**src/rtl/reg_writeback_queue_pkg.sv**
```systemverilog
// Shared constants for the register-file writeback queue.
package reg_writeback_queue_pkg;

  localparam int unsigned DEF_DEPTH = 4;
  localparam int unsigned DEF_AW    = 5;
  localparam int unsigned DEF_DW    = 32;
  localparam int unsigned REG_ZERO  = 0;

endpackage

```
**src/rtl/reg_writeback_queue_fifo.sv**
```systemverilog
// Circular FIFO of pending register writes; exposes all entries in age order
// (index 0 = oldest) together with a valid mask for the forwarding search.
module reg_writeback_queue_fifo
  import reg_writeback_queue_pkg::*;
#(
  parameter int DEPTH = DEF_DEPTH,
  parameter int AW    = DEF_AW,
  parameter int DW    = DEF_DW,
  parameter int PW    = $clog2(DEPTH),
  parameter int CW    = $clog2(DEPTH) + 1
) (
  input  logic          clk,
  input  logic          rst_n,
  input  logic          flush_i,
  input  logic          push_i,
  input  logic [AW-1:0] push_rd_i,
  input  logic [DW-1:0] push_data_i,
  input  logic          pop_i,
  output logic [AW-1:0] head_rd_o,
  output logic [DW-1:0] head_data_o,
  output logic [CW-1:0] count_o,
  output logic [AW-1:0] ent_rd_o   [DEPTH],
  output logic [DW-1:0] ent_data_o [DEPTH],
  output logic          ent_vld_o  [DEPTH]
);

  logic [AW-1:0] rd_mem_q   [DEPTH];
  logic [DW-1:0] data_mem_q [DEPTH];
  logic [PW-1:0] wr_ptr_q, wr_ptr_d;
  logic [PW-1:0] rd_ptr_q, rd_ptr_d;
  logic [CW-1:0] count_q, count_d;
  logic          do_push, do_pop;

  assign do_push = push_i && !flush_i && (count_q < CW'(DEPTH));
  assign do_pop  = pop_i && !flush_i && (count_q != '0);

  always_comb begin
    wr_ptr_d = wr_ptr_q;
    rd_ptr_d = rd_ptr_q;
    count_d  = count_q;
    if (flush_i) begin
      wr_ptr_d = '0;
      rd_ptr_d = '0;
      count_d  = '0;
    end else begin
      if (do_push) wr_ptr_d = wr_ptr_q + 1'b1;
      if (do_pop)  rd_ptr_d = rd_ptr_q + 1'b1;
      case ({do_push, do_pop})
        2'b10:   count_d = count_q + 1'b1;
        2'b01:   count_d = count_q - 1'b1;
        default: count_d = count_q;
      endcase
    end
  end

  always_ff @(posedge clk or negedge rst_n) begin
    if (!rst_n) begin
      wr_ptr_q <= '0;
      rd_ptr_q <= '0;
      count_q  <= '0;
    end else begin
      wr_ptr_q <= wr_ptr_d;
      rd_ptr_q <= rd_ptr_d;
      count_q  <= count_d;
    end
  end

  // Storage is data only; occupancy is tracked by the pointers and count.
  always_ff @(posedge clk) begin
    if (do_push) begin
      rd_mem_q[wr_ptr_q]   <= push_rd_i;
      data_mem_q[wr_ptr_q] <= push_data_i;
    end
  end

  assign head_rd_o   = rd_mem_q[rd_ptr_q];
  assign head_data_o = data_mem_q[rd_ptr_q];
  assign count_o     = count_q;

  for (genvar k = 0; k < DEPTH; k++) begin : g_ent
    logic [PW-1:0] slot;
    assign slot          = rd_ptr_q + PW'(k);
    assign ent_rd_o[k]   = rd_mem_q[slot];
    assign ent_data_o[k] = data_mem_q[slot];
    assign ent_vld_o[k]  = (CW'(k) < count_q);
  end

endmodule

```
**src/rtl/reg_writeback_queue.sv**
```systemverilog
// Register-file write initiator: queues writebacks, drains one per cycle onto
// the registered write port, and forwards the newest pending value for Rs/Rt.
module reg_writeback_queue
  import reg_writeback_queue_pkg::*;
#(
  parameter int DEPTH = DEF_DEPTH,
  parameter int AW    = DEF_AW,
  parameter int DW    = DEF_DW,
  parameter int CW    = $clog2(DEPTH) + 1
) (
  input  logic          CLK,
  input  logic          RST_n,
  input  logic          flush,
  input  logic          in_valid,
  output logic          in_ready,
  input  logic [AW-1:0] in_rd,
  input  logic [DW-1:0] in_data,
  output logic          RegWre,
  output logic [AW-1:0] Rd,
  output logic [DW-1:0] WriteData,
  input  logic [AW-1:0] Rs,
  input  logic [AW-1:0] Rt,
  output logic          fwd_hit1,
  output logic [DW-1:0] fwd_data1,
  output logic          fwd_hit2,
  output logic [DW-1:0] fwd_data2,
  output logic [CW-1:0] count
);

  logic          push, pop;
  logic [AW-1:0] head_rd;
  logic [DW-1:0] head_data;
  logic [AW-1:0] ent_rd   [DEPTH];
  logic [DW-1:0] ent_data [DEPTH];
  logic          ent_vld  [DEPTH];
  logic          regwre_q, regwre_d;
  logic [AW-1:0] rd_q, rd_d;
  logic [DW-1:0] wdata_q, wdata_d;

  // Full is judged on the pre-edge count only; a same-edge pop does not help.
  assign in_ready = (count < CW'(DEPTH)) && RST_n;
  assign push     = in_valid && in_ready && (in_rd != AW'(REG_ZERO));
  assign pop      = (count != '0);

  reg_writeback_queue_fifo #(
    .DEPTH(DEPTH), .AW(AW), .DW(DW)
  ) u_fifo (
    .clk        (CLK),
    .rst_n      (RST_n),
    .flush_i    (flush),
    .push_i     (push),
    .push_rd_i  (in_rd),
    .push_data_i(in_data),
    .pop_i      (pop),
    .head_rd_o  (head_rd),
    .head_data_o(head_data),
    .count_o    (count),
    .ent_rd_o   (ent_rd),
    .ent_data_o (ent_data),
    .ent_vld_o  (ent_vld)
  );

  always_comb begin
    regwre_d = 1'b0;
    rd_d     = rd_q;
    wdata_d  = wdata_q;
    if (!flush && pop) begin
      regwre_d = 1'b1;
      rd_d     = head_rd;
      wdata_d  = head_data;
    end
  end

  always_ff @(posedge CLK or negedge RST_n) begin
    if (!RST_n) begin
      regwre_q <= 1'b0;
      rd_q     <= '0;
      wdata_q  <= '0;
    end else begin
      regwre_q <= regwre_d;
      rd_q     <= rd_d;
      wdata_q  <= wdata_d;
    end
  end

  assign RegWre    = regwre_q;
  assign Rd        = rd_q;
  assign WriteData = wdata_q;

  // Scan oldest (output port) to youngest so later matches override earlier ones.
  always_comb begin
    fwd_hit1  = 1'b0;
    fwd_data1 = '0;
    fwd_hit2  = 1'b0;
    fwd_data2 = '0;
    if (regwre_q && rd_q == Rs) begin
      fwd_hit1  = 1'b1;
      fwd_data1 = wdata_q;
    end
    if (regwre_q && rd_q == Rt) begin
      fwd_hit2  = 1'b1;
      fwd_data2 = wdata_q;
    end
    for (int k = 0; k < DEPTH; k++) begin
      if (ent_vld[k] && ent_rd[k] == Rs) begin
        fwd_hit1  = 1'b1;
        fwd_data1 = ent_data[k];
      end
      if (ent_vld[k] && ent_rd[k] == Rt) begin
        fwd_hit2  = 1'b1;
        fwd_data2 = ent_data[k];
      end
    end
    if (Rs == AW'(REG_ZERO)) begin
      fwd_hit1  = 1'b0;
      fwd_data1 = '0;
    end
    if (Rt == AW'(REG_ZERO)) begin
      fwd_hit2  = 1'b0;
      fwd_data2 = '0;
    end
  end

endmodule

```
**config.mk**
```make
export PLATFORM = sky130hd
export DESIGN_NAME = reg_writeback_queue
export DESIGN_NICKNAME = d
export VERILOG_FILES = /design/src/rtl/reg_writeback_queue_pkg.sv /design/src/rtl/reg_writeback_queue_fifo.sv /design/src/rtl/reg_writeback_queue.sv
export SDC_FILE = /design/constraint.sdc
export NUM_CORES = 1
export LEC_CHECK = 0
export CAP_MARGIN = 15
export CORE_UTILIZATION = 50
export CTS_CLUSTER_SIZE = 40
export DETAILED_ROUTE_END_ITERATION = 10
export PLACE_DENSITY = 0.77
export SETUP_SLACK_MARGIN = 0.1
export SYNTH_ARGS = -nofsm -noshare
export SYNTH_HDL_FRONTEND = slang
export SYNTH_HIERARCHICAL = 1
export SYNTH_SLANG_ARGS = --single-unit
export TNS_END_PERCENT = 10
```
**constraint.sdc**
```tcl
create_clock -name CLK -period 5 [get_ports CLK]
set_clock_uncertainty 0.15 [all_clocks]
set_input_delay 1 -clock CLK [delete_from_list [all_inputs] [get_ports CLK]]
set_output_delay 1 -clock CLK [all_outputs]
set_load 0.05 [all_outputs]
```
==> results of run 1 <==
-- per-stage QoR --
step                      cells  instance area [µm²]  worst slack, ps  utilization
after floorplan            1123                13900              467            -
after global placement     1538                16100              183        0.596
after detailed placement   1538                16100              171        0.596
after CTS                  1571                16800             99.2        0.620
after global routing       1572                16800             32.2        0.621
final                      1572                16800              164        0.621
-- registers in the layout, summed over array words and instances, names as in the netlist --
register           flops
u_fifo/count_o         3
Rd                     5
u_fifo/data_mem_q    128
u_fifo/wr_ptr_q        2
WriteData             32
u_fifo/rd_ptr_q        2
u_fifo/rd_mem_q       20
RegWre                 1
-- worst paths after layout --
kind	startpoint	to	slack, ps	depth (start not counted)
hold reg to reg	WriteData[1]	WriteData[1]	430	1
min in group asynchronous	RST_n	u_fifo/count_o[0]	590	2
setup reg to reg	u_fifo/count_o[2]	u_fifo/data_mem_q[2][18]	2060	7
hold / removal	WriteData[1]	WriteData[1]	430	1
setup / recovery	Rt[0]	fwd_data2[31]	160	9
max in group asynchronous	RST_n	u_fifo/rd_ptr_q[0]	3570	2
-- placed cells by master (no fill, tap or decap), drive strengths merged, types with 3 or more instances in the layout --
master	count
xor2	38
clkinv	5
o31a	32
and3	7
nor2b	4
mux2i	32
bufinv	3
a32o	32
dfrtp	45
o211ai	32
nand3	3
o21bai	3
a21oi	36
nor3	35
clkdlybuf4s50	91
clkbuf	22
mux2	37
a311oi	32
nand2	70
mux4	148
xnor2	17
nor4	9
buf	109
edfxtp	148
nor2	108
and2	4
inv	40
o21ai	33
ha	8
-- per-layer routing --
metal	track usage	vias up	share of wire
li1	-	4482	-
met3	0.0585	123	0.10
met4	0.116	2	0.035
met1	0.361	5333	0.38
met2	0.444	738	0.48
met5	0	-	0.00039
-- final cells by class --
class                           instances  share of cell area
Tap cell                              372              0.0276
Multi-Input combinational cell        737               0.437
Inverter                               38             0.00847
Clock buffer                           22              0.0294
Sequential cell                       193               0.331
Clock inverter                         10             0.00877
Timing Repair Buffer                  200               0.158
-- critical path: cells and delay by family --
kind                      cells  cell delay, ps
xor gates and xnor gates      1             230
and+or+nand+nor               2             620
muxes                         1             360
buffers and inverters         3            1050
AOI/OAI and AO/OA             2             400
-- kinds of logic after synthesis --
family,synth area share
and+or+nand+nor,0.0788
muxes,0.293
AOI/OAI and AO/OA,0.110
buffers and inverters,0.0755
DFF,0.401
xor gates and xnor gates,0.0346
adders and majority gates,0.00801
-- power by group through the flow --
stage	clock network, mW	logic, mW	registers (mW)
floorplan	0	1.83	2.73
CTS	1.48	3.29	2.25
detailed placement	0	3.25	2.28
global route	1.54	3.47	2.28
finish	1.47	3.30	2.26
global placement	0	3.21	2.27
-- repair_timing --
item,in CTS,in global routing
gates cloned,0,1
resized for setup,1,7
buffers inserted,1,0
pin swaps,0,1
setup endpoints to repair,36,43
endpoints found under the hold margin,0,0
==> out/metrics.yaml, run 1 <==
dr.pass1.iters: 6
status: "finished, final reports clean"
cellPowerDensity_nw_per_um2: 417
rsz0062_at_grt: "yes"
worstPathArrival_ps: 3690
grt_pass1_vias: 10500
grt_max_degree: 66
drv_slew: 0
cts.sinks: 193
switchingPower_mw: 2.78
wl_per_cell_um: 24.5
cts_tree: "done"
end_kind: "primary output"
insertion_delay_ps: 430
cts_buffers: 17
hold_viol_final: 0
io_buffers: 158
combPwrFrac: 0.470
slew_headroom: 0.419
leakagePower_nw: 5.51
slowest_stage: "clkdlybuf4s50_1"
setup_viol: 0
path_cells: "clkdlybuf4s50_1, xor2_1, nor4_1, and3_2, buf_8, mux2i_1, o211ai_1, a32o_1, buf_12"
startpoint_type: "input pin"
dpl.hpwl_um: 24700
switching_share: 0.395
synthArstFlopShare: 0.233
core-area_um2: 27100
num_vias: 10700
synth_seq_area_share: 0.401
finalWirelength_um: 38500
area_delta_synth_final_pct: 21.1
overflow: 0
fin_nets: 1246
holdBufCountCts: 0
crit_type: "in2out"
worst_hold_slack_ps: 431
vias_per_cell: 6.79
power.total_mw: 7.02
avgSynthCellArea_um2: 12.4
regArea_um2: 5580
clkPwrFrac: 0.209
fin_crit_sh: 0.967
io_pins: 159
crit_fanout: 20
synth_area_leader_cell: "edfxtp_1"
root_buffer: "clkbuf_16"
multi_input_area_um2: 7350
die_area_um2: 28500
min_period_ps: 4840
grt_usage: 0.275
ys.flop_type: "edfxtp_1"
yosys-top-cells-count: "148 x edfxtp_1, 148 x mux4_2, 108 x nor2_1"
ant_nets: 0
ys_types: 46
grt_antenna_before_repair: 1
grt_pass1_wl_um: 59600
worst_pin_slew_ps: 872
clk_pin_slew_ps: 70
ir_worst_vdd_mv: 0.255
drcViolationCount: 0
syn_inst: 1123
die_x_um: 169
synthTopCellsByArea: "edfxtp_1 32%, mux4_2 24%, dfrtp_1 8.1%, buf_4 3.0%, mux2_2 3.0%"
tns_ps: 0
worstHoldPathType: "reg2reg"
cts_buffer_depth: 2
synth_edf_count: 148
die_h_um: 169
synth_nets: 1182
fill_cells: 2006
p_int_mw: 4.25
cp_slowest_stage_delay_ps: 600
power_frac_seq: 0.321
diodes: 0
ys_warn_count: 6
ys_ff_latch: 193
drive_gt1_frac: 0.293
drt-initial-drc-count: 1147
place_congestion: 0.940
h-tree-depth: 4
rows: 60
start_util: 0.513
clock.fmax_mhz: 207
syn-cell-area_um2: 13900
synth_top_area_share: 0.320
critPathRequiredTime_ps: 3850
maxCapViolations: 0
No activity file was read; power rests on OpenSTA's default activity.
==> run 2: changes to the inputs <==
- CAP_MARGIN: 15 -> 10
- SYNTH_HIERARCHICAL: 1 -> default
==> out/metrics.yaml, run 2 <==
status: "finished, final reports clean"
end_kind: "primary output"
fin_area_um2: 17500  # +3.7%
core-area_um2: 27900  # +3.1%
layout.cells.non_filler: 1621  # +3.1%
crit_fanout: 16  # -20%
wl_met3_um: 5280  # +32%
drcViolationCount: 0  # unchanged
power.total_mw: 8.94  # +27%
startpoint_type: "input pin"
cts_buffers: 17  # unchanged
root_buffer: "clkbuf_16"
synth_nets: 1144  # -3.2%
grt_pass1_wl_um: 66300  # +11%
slew_headroom: 0.337  # -0.0817
ys_warn_count: 0  # -6
area_delta_synth_final_pct: 22.3
clkPwrFrac: 0.164  # -0.045
dr.pass1.iters: 5  # -1
drv_slew: 0  # unchanged
vias_per_cell: 7.22  # +6.3%
holdBufCountCts: 0  # unchanged
grt_antenna_before_repair: 0  # -1
route.top_layer_used: "met4"
drt-met1-wl_um: 15900  # +9.7%
switchingPower_mw: 4.01  # +44%
critPathRequiredTime_ps: 3850  # about the same
setup_viol: 0  # unchanged
die_area_um2: 29300  # +2.7%
dp.cells: 1587  # +3.2%
layout_setup_ws_ps: 134  # -30.0 ps
grt_max_degree: 61  # -7.6%
ys.flop_type: "edfxtp_1"
drt-initial-drc-count: 1706  # +49%
cts_buffer_depth: 2  # unchanged
yosys-top-cells-count: "148 x edfxtp_1, 145 x mux4_2, 74 x nor2_1"
avgSynthCellArea_um2: 13.2  # +6.4%
place_congestion: 0.895  # -4.9%
wl_met2_um: 21000  # +13%
final_cell_mix: "148 x edfxtp_1, 145 x mux4_2, 111 x buf_4, 90 x clkdlybuf4s50_1, 73 x nor2_1"
synth_edf_count: 148  # unchanged
synth_seq_area_share: 0.390  # -0.0108
worst_pin_slew_ps: 995  # +123 ps
yosysMostFrequentCell: "edfxtp_1"
power_frac_seq: 0.259  # -0.062
cellPowerDensity_nw_per_um2: 512  # +23%
synth_top_area_share: 0.311  # -0.00862
ys_types: 58  # +26%
hold_viol_final: 0  # unchanged
final_common_cell: "edfxtp_1"
io_buffers: 158  # unchanged
wl_per_cell_um: 27.3  # +11%
drive_gt1_frac: 0.387  # +0.0945
diodes: 0  # unchanged
ant_nets: 0  # unchanged
die_x_um: 171  # +1.4%
clock.fmax_mhz: 206  # -0.62%
maxCapViolations: 0  # unchanged
cts_tree: "done"
num_vias: 11700  # +9.7%
die_h_um: 171  # +1.4%
insertion_delay_ps: 440  # about the same
placed_cell_area_um2: 16800  # +3.8%
worstHoldPathType: "reg2reg"
synthTopCellsByArea: "edfxtp_1 31%, mux4_2 23%, dfrtp_1 7.9%, a221oi_2 4.9%, mux2_2 3.0%"
leakagePower_nw: 5.82  # +5.7%
ir_worst_vdd_mv: 0.387  # +52%
synth_area_leader_cell: "edfxtp_1"
pre_cts_ws_ps: 70.9  # -99.7 ps
min_period_ps: 4870  # +30.0 ps
rows: 61  # +1.7%
rsz0062_at_grt: "yes"
io_pins: 159  # unchanged
fin_crit_sh: 0.973  # +0.00600
fin_nets: 1289  # +3.5%
overflow: 0  # unchanged
clk_pin_slew_ps: 70  # about the same
cts.sinks: 193  # unchanged
post-route-util: 0.625  # +0.00395
finalWirelength_um: 44200  # +15%
grt_usage: 0.305  # +0.0305
start_util: 0.512  # -0.00151
worstPathArrival_ps: 3720  # +30 ps
dpl.hpwl_um: 28300  # +15%
p_int_mw: 4.93  # +16%
top_register: "u_fifo.data_mem_q"
synthArstFlopShare: 0.233  # unchanged
h-tree-depth: 4  # unchanged
switching_share: 0.448  # +0.0531
ys_ff_latch: 193  # unchanged
syn_inst: 1085  # -3.4%
largest_reg_flops: 128  # unchanged
combPwrFrac: 0.578  # +0.108
grt_pass1_vias: 11400  # +8.8%
crit_type: "in2out"
syn-cell-area_um2: 14300  # +2.8%
## run 2: power groups by stage
stage / Clock (mW) / Combinational (mW) / Sequential (mW)
2_1_floorplan: 0 / 3.12 / 2.77
3_3_place_gp: 0 / 4.94 / 2.35
3_5_place_dp: 0 / 5.01 / 2.36
4_1_cts: 1.47 / 5.05 / 2.33
5_1_grt: 1.54 / 5.39 / 2.33
6_report: 1.46 / 5.16 / 2.31
## run 2: layer usage
metal / GRT usage / vias up
met3: 0.0696 / 203
met1: 0.390 / 5779
met2: 0.489 / 980
met4: 0.155 / 0
li1: - / 4748
met5: 0 / -
## run 2: path summary, 6_finish.rpt
check,to,cells past startpoint,start,slack [ps]
setup / recovery,fwd_data1[28],9,Rs[0],130
hold / removal,WriteData[0],1,WriteData[0],450
setup reg to reg,u_fifo.data_mem_q[3][11],5,u_fifo.count_o[2],2050
hold reg to reg,WriteData[0],1,WriteData[0],450
max in group asynchronous,u_fifo.rd_ptr_q[0],2,RST_n,3540
min in group asynchronous,u_fifo.count_o[1],2,RST_n,590
## run 2: kinds of logic after synthesis
group,count (synthesis),share of synthesized area
simple gates,249,0.0835
compound gates,218,0.152
mux,205,0.277
flops,193,0.390
buf+inv,157,0.0566
xor+xnor,55,0.0348
fa+ha+maj,8,0.00701
## run 2: timing repair
action                                  CTS  global route
setup buffers                             0             2
resized for setup                         1             7
endpoints found under the setup margin    6            56
## run 2: cell type report
| cell class | instances | area (µm²) |
|---|---|---|
| Multi-Input combinational cell | 735 | 8010 |
| Clock inverter | 9 | 159 |
| Clock buffer | 23 | 458 |
| Timing Repair Buffer | 249 | 2660 |
| Inverter | 34 | 128 |
| Sequential cell | 193 | 5580 |
| Tap cell | 378 | 473 |
| Fill cell | 2067 | 10500 |
## run 2: worst max-delay path: stages
cell and delay, ps:
clkdlybuf4s50_1 550, xnor2_1 280, or3_1 240, a21oi_1 90, or3_1 510, buf_4 290, o311ai_1 410, buf_4 210
buf_12 130
## run 2: through the flow
stage / setup TNS [ps] / hold WS, ps
after global routing: 0 / 467
after floorplan: -736 / 405
after detailed placement: 0 / 427
after global placement: 0 / 418
final: 0 / 446
after CTS: 0 / 443
==> run 3: changes to the inputs <==
- CORE_UTILIZATION: 50 -> 55
- PLACE_DENSITY: 0.77 -> 0.83
==> out/metrics.yaml, run 3 (same netlist as run 2, synthesis figures left out) <==
slew_headroom: 0.312  # -0.0244
die_x_um: 163  # -4.6%
holdBufCountCts: 0  # unchanged
min_from: "WriteData[2]"
dr.pass1.iters: 6  # +1
die_h_um: 163  # -4.6%
r2r_start: "u_fifo.count_o[0]"
drcViolationCount: 0  # unchanged
largest_reg_flops: 128  # unchanged
rsz0062_at_grt: "yes"
hold_viol_final: 0  # unchanged
maxCapViolations: 0  # unchanged
top_register: "u_fifo.data_mem_q"
start_util: 0.564  # +0.0527
drt-initial-drc-count: 1768  # +3.6%
wl_per_cell_um: 27.5  # +0.94%
root_buffer: "clkbuf_16"
placed_cell_area_um2: 16600  # -0.93%
crit_type: "in2out"
vias_per_cell: 7.57  # +4.8%
layout.cells.non_filler: 1562  # -3.6%
h-tree-depth: 4  # unchanged
layout_setup_ws_ps: 66.6  # -67.2 ps
cts_buffer_depth: 2  # unchanged
status: "finished, final reports clean"
ant_nets: 0  # unchanged
worst_pin_slew_ps: 1030  # +36.7 ps
overflow: 0  # unchanged
worstPathArrival_ps: 3780  # +60 ps
diodes: 0  # unchanged
grt_max_degree: 69  # +13%
end_kind: "primary output"
io_pins: 159  # unchanged
fin_area_um2: 17200  # -1.3%
worst_hold_slack_ps: 449  # +2.90 ps
fin_crit_sh: 0.987  # +0.0134
clock.fmax_mhz: 203  # -1.4%
min_period_ps: 4930  # +67.2 ps
tns_ps: 0  # unchanged
fin_nets: 1278  # -0.85%
worstHoldPathType: "reg2reg"
cellPowerDensity_nw_per_um2: 512  # +0.10%
worst-r2r-cell-count: 6  # +1
rows: 58  # -4.9%
insertion_delay_ps: 440  # about the same
num_vias: 11800  # +1.0%
io_buffers: 158  # unchanged
critPathRequiredTime_ps: 3850  # about the same
die_area_um2: 26600  # -9.0%
area_delta_synth_final_pct: 20.7
grt_antenna_before_repair: 0  # unchanged
clk_pin_slew_ps: 80  # about the same
grt_pass1_vias: 11800  # +3.5%
post-route-util: 0.681  # +0.0554
drive_gt1_frac: 0.381  # -0.00629
grt_usage: 0.329  # +0.0238
r2r_slack_ps: 2040  # about the same
dp.cells: 1528  # -3.7%
grt_pass1_wl_um: 66100  # -0.29%
setup_viol: 0  # unchanged
pre_cts_ws_ps: 69.9  # -0.922 ps
core-area_um2: 25300  # -9.3%
fill_cells: 1692  # -18%
finalWirelength_um: 43000  # -2.7%
cts.sinks: 193  # unchanged
power.total_mw: 8.83  # -1.2%
final_common_cell: "edfxtp_1"
crit_fanout: 17  # +1
cts_tree: "done"
final_cell_mix: "148 x edfxtp_1, 145 x mux4_2, 102 x buf_4, 90 x clkdlybuf4s50_1, 73 x nor2_1"
startpoint_type: "input pin"
rr_endpoint: "WriteData[0]"
place_congestion: 0.915  # +2.3%
cts_buffers: 17  # unchanged
hold_depth: 1  # unchanged
worstHoldEndpoint: "WriteData[2]"
ir_worst_vdd_mv: 0.372  # -4.0%
drv_slew: 0  # unchanged
dpl.hpwl_um: 26700  # -5.7%
leakagePower_nw: 5.73  # -1.6%
## run 3: changes by cell type in the layout (fill, tap and decap cells not counted), sizes merged
| cell | previous run | this run |
|---|---|---|
| buf | 157 | 147 |
| clkinvlp | 1 | 2 |
| inv | 35 | 41 |
| clkinv | 3 | 4 |
| bufinv | 4 | 2 |
| clkbuf | 24 | 17 |
## run 3: layout make-up
| type | count | area, µm² | area share |
|---|---|---|---|
| Clock buffer | 17 | 425 | 0.0247 |
| Clock inverter | 15 | 174 | 0.0101 |
| Inverter | 34 | 128 | 0.00740 |
| Multi-Input combinational cell | 735 | 7980 | 0.463 |
| Sequential cell | 193 | 5580 | 0.324 |
| Tap cell | 330 | 413 | 0.0239 |
| Timing Repair Buffer | 238 | 2550 | 0.148 |
## run 3: worst max-delay path, cell delays in order
cell             delay [ps]
clkdlybuf4s50_1         530
buf_4                   220
xor2_1                  170
nor4_4                  360
buf_4                   360
nand3_1                 130
a21oi_1                 200
a221oi_2                 60
o311ai_1                410
buf_4                   200
buf_12                  130
## run 3: worst max path at each step
stage,from,to,slack [ps],cells past startpoint
global placement,Rs[3],fwd_data1[14],150,9
CTS,Rs[3],fwd_data1[7],110,10
global route,Rs[4],fwd_data1[7],20,11
floorplan,Rs[2],fwd_data1[12],-50,8
finish,Rs[4],fwd_data1[7],70,11
detailed placement,Rs[4],fwd_data1[7],70,11
## run 3: timing repair
action                                 CTS  global route
setup endpoints to repair                3            18
pin swaps                                0             0
setup buffers                            0             2
endpoints found under the hold margin    0             0
resized for setup                        1             1
## run 3: report_power, final
group / total (mW) / internal [mW] / switching, mW
sequential: 2.29 / 1.95 / 0.344
clock: 1.40 / 0.754 / 0.646
combinational: 5.14 / 2.11 / 3.03
## run 3: routing by layer
layer | track usage | part of all wire | up-vias
met5 | 0 | 0 | -
met3 | 0.0729 | 0.13 | 247
met4 | 0.189 | 0.052 | 0
met2 | 0.524 | 0.48 | 1063
met1 | 0.416 | 0.35 | 5799
li1 | - | - | 4720
==> patch 1, RTL diff (settings of run 3) <==
Change the package constant `DEF_DW` from 32 to 48.
--- a/src/rtl/reg_writeback_queue_pkg.sv
+++ b/src/rtl/reg_writeback_queue_pkg.sv
@@ -3,7 +3,7 @@
 
   localparam int unsigned DEF_DEPTH = 4;
   localparam int unsigned DEF_AW    = 5;
-  localparam int unsigned DEF_DW    = 32;
+  localparam int unsigned DEF_DW    = 48;
   localparam int unsigned REG_ZERO  = 0;
 
 endpackage
Interface: changed (resized WriteData, fwd_data1, fwd_data2 and in_data); port bits go from 159 to 223. No check against the original RTL was run, so the function may have changed too.
==> patch 1 against run 3 <==
  * Cell area rose by 36%
  * Sequential cell count rose by 80
  * Fmax rose by 0.78%
  * Largest power group unchanged
  * Synthesized area rose by 33%
  * Power rose by 43%
  * Final cell count rose by 65%
  * Routed wire length rose by 59%
  * Setup slack improved by 0.038 ns
==> patch 1: results (changes against run 3) <==
outcome:
  status: "complete, no violations"
route:
  vias: 18800  # +59%
  dr_wl_met2_um: 30700  # +50%
  post_drt_wl_per_cell_um: 26.5  # -3.7%
  wl_um: 68300  # +59%
  met1_length_um: 23500  # +58%
  wl_met3_um: 9580  # +78%
worst_setup_path:
  cp.arrival_ns: 3.75  # -0.03 ns
  crit_family: "simple AND/OR/NAND/NOR gates"
  reg2reg_from: "u_fifo.count_o[1]"
  crit_slowest_cell: "mux4_2"
  rrSetupSlack_ns: 1.79  # -0.25 ns
  cp_max_fo: 12  # -5
layout:
  final_core_util_pct: 69.2  # +1.1 points
  multi_input_gates: 1431  # +95%
  area.sequential_mm2: 0.00790  # +42%
  drive_above_1_share_pct: 18.2  # -20 points
  largest_register_ffs: 192  # +50%
  n_all_inverters: 56  # +65%
  n_fill_cell: 2379  # +41%
  clockNetworkAreaShare_pct: 4.24  # +0.76 points
  multi_input_area_share_pct: 43.0  # -3.3 points
  final_nets: 2176  # +70%
logic_synthesis:
  ys_types: 56  # -3.4%
  synth_fp_nets: 2057  # +80%
  yosysSeqAreaShare_pct: 41.6  # +2.6 points
  synth_edf_count: 212  # +43%
placed_design:
  place_area_mm2: 0.0221  # +33%
  preCtsSetupSlack_ns: 0.257  # +0.187 ns
  portBuffers: 222  # +41%
  dpl.cell_count: 2503  # +64%
clock_tree:
  cts.sinks: 273  # +41%
  clock_path_buffers: 3  # +1
  insertion_delay_ns: 0.57  # +0.13 ns
  cts_buffers: 30  # +13
  path_clk_slew_ns: 0.06  # -0.02 ns
worst_hold_path:
  min_path_type: "in2async"
timing:
  worstMarginPinSlew_ns: 1.04  # +0.00502 ns
  whs_ns: 0.163  # -0.286 ns
pwr:
  p_switching_uw: 6120  # +52%
  p_seq_uw: 3050  # +33%
  power_uw: 12600  # +43%
global_routing:
  grt_pass1_vias: 18800  # +59%
  antenna_found_initial: 4  # +4
==> patch 1: cell count changes after synthesis, sizes merged, moves of 48 or more <==
cell,run 3,this run
edfxtp,148,212
o22ai,0,50
a221oi,64,2
mux4,147,20
o32ai,0,48
o21ai,2,146
o221ai,0,48
mux2i,20,109
a211oi,2,96
nand2,68,220
mux2,38,95
clkbuf,61,130
a21oi,36,96
==> patch 1: cell families (layout without fill, tap and decap cells) <==
logic type	after synthesis	in the layout	share of synthesized area, %
AO/OA/AOI/OAI	591	591	20.6
flip-flops	273	273	41.6
buffers and inverters	278	420	6.31
XOR/XNOR	56	56	2.58
multiplexers	224	224	13.8
other	0	3	0
adder cells (fa/ha/maj)	10	10	0.633
AND/OR/NAND/NOR	550	550	14.6
==> patch 1: what timing repair did <==
action                                  4_1_cts  5_1_grt
endpoints found under the setup margin       77       91
gates cloned                                  1        0
endpoints found under the hold margin         0        0
pin swaps                                     0        6
gates resized for setup                       2       20
setup buffers                                 1       12
==> patch 2, RTL diff (config.mk and constraints of run 3) <==
Made on the original files. Register the output `count`; this adds one clock of latency there. The other outputs are not delayed to match.
--- a/src/rtl/reg_writeback_queue.sv
+++ b/src/rtl/reg_writeback_queue.sv
@@ -27,6 +27,8 @@
   output logic [CW-1:0] count
 );
 
+  logic [CW-1:0] count_c;
+
   logic          push, pop;
   logic [AW-1:0] head_rd;
   logic [DW-1:0] head_data;
@@ -38,9 +40,9 @@
   logic [DW-1:0] wdata_q, wdata_d;
 
   // Full is judged on the pre-edge count only; a same-edge pop does not help.
-  assign in_ready = (count < CW'(DEPTH)) && RST_n;
+  assign in_ready = (count_c < CW'(DEPTH)) && RST_n;
   assign push     = in_valid && in_ready && (in_rd != AW'(REG_ZERO));
-  assign pop      = (count != '0);
+  assign pop      = (count_c != '0);
 
   reg_writeback_queue_fifo #(
     .DEPTH(DEPTH), .AW(AW), .DW(DW)
@@ -54,7 +56,7 @@
     .pop_i      (pop),
     .head_rd_o  (head_rd),
     .head_data_o(head_data),
-    .count_o    (count),
+    .count_o    (count_c),
     .ent_rd_o   (ent_rd),
     .ent_data_o (ent_data),
     .ent_vld_o  (ent_vld)
@@ -121,5 +123,9 @@
     end
   end
 
+  always_ff @(posedge CLK) begin
+    count <= count_c;
+  end
+
 endmodule
 
Function: changed (a bounded check fails within 4 cycles, from zero or initial values and one cycle with RST_n low).
==> patch 2 against run 3 <==
  * Cell area increased by 0.91%
  * Sequential share of layout area increased by 0.054 points
  * Fmax about the same
  * Power decreased by 0.46%
  * Routed wire length about the same
  * Synthesized area increased by 1.2%
  * Sequential cell count increased by 3
  * Utilization increased by 0.23 points
  * Setup slack got worse by 0.0045 ns
==> patch 2: results (changes against run 3) <==
global_routing:
  grt_usage_pct: 32.6  # -0.31 points
  grt_pass1_vias: 11500  # -2.8%
  grt.met2_usage_pct: 51.5  # -0.83 points
  grt_pass1_wl_um: 65600  # -0.68%
worst_hold_path:
  hold_end: "count[0]"
  hold_depth: 0  # -1
  hold_start: "u_fifo.count_o[0]"
outcome:
  status: "complete, no violations"
route:
  vias: 11800  # -0.34%
  firstDrtPassIters: 7  # +1
  wl_um: 43000  # about the same
  drtIter0Drc: 1431  # -19%
placed_design:
  gp_congestion: 0.933  # +1.9%
  dpl.cell_count: 1530  # +0.13%
  preCtsSetupSlack_ns: 0.0823  # +0.0124 ns
  post-dp-hpwl_um: 27500  # +3.1%
worst_setup_path:
  crit_end: "fwd_data1[26]"
  cp_max_fo: 33  # +16
logic_synthesis:
  synth_xor_area_share_pct: 3.43  # -0.043 points
  synth-compound-area-share_pct: 15.6  # +0.45 points
  ys_types: 62  # +6.9%
  syn_area_per_cell_um2: 13.3  # +0.96%
timing:
  slew_headroom_pct: 30.1  # -1.1 points
  fin_ws_ns: 0.0621  # -0.00451 ns
pwr:
  p_leak_uw: 0.00577  # +0.73%
patch 2: cell count changes after synthesis, moves of 2 or more:
cell      change
clkbuf_1      -3
a221oi_1      -4
a221oi_2      +4
buf_6         -2
buf_8         +3
buf_2         -2
dfxtp_1       +3
o311ai_2      +9
buf_4         +5
o311ai_1      -9
patch 2: per-stage QoR:
stage | utilization [%] | area, um2 | power, uW
6_report | 68.3 | 17400 | 8790
5_1_grt | 68.3 | 17400 | 9100
4_1_cts | 68.1 | 17300 | 8680
3_5_place_dp | 65.9 | 16800 | 7400
3_3_place_gp | 65.9 | 16800 | 7300
2_1_floorplan | - | 14500 | 5950
patch 2: layout make-up:
type	count	area, um2
Clock buffer	19	433
Inverter	34	128
Multi-Input combinational cell	735	8100
Clock inverter	13	101
Fill cell	1706	8070
Tap cell	330	413
Sequential cell	196	5640
Timing Repair Buffer	237	2590
patch 2: repair_timing:
action,CTS,global route
hold endpoints to repair,0,0
endpoints found under the setup margin,5,53
gates cloned,0,0
resized for setup,0,6
setup buffers,1,1
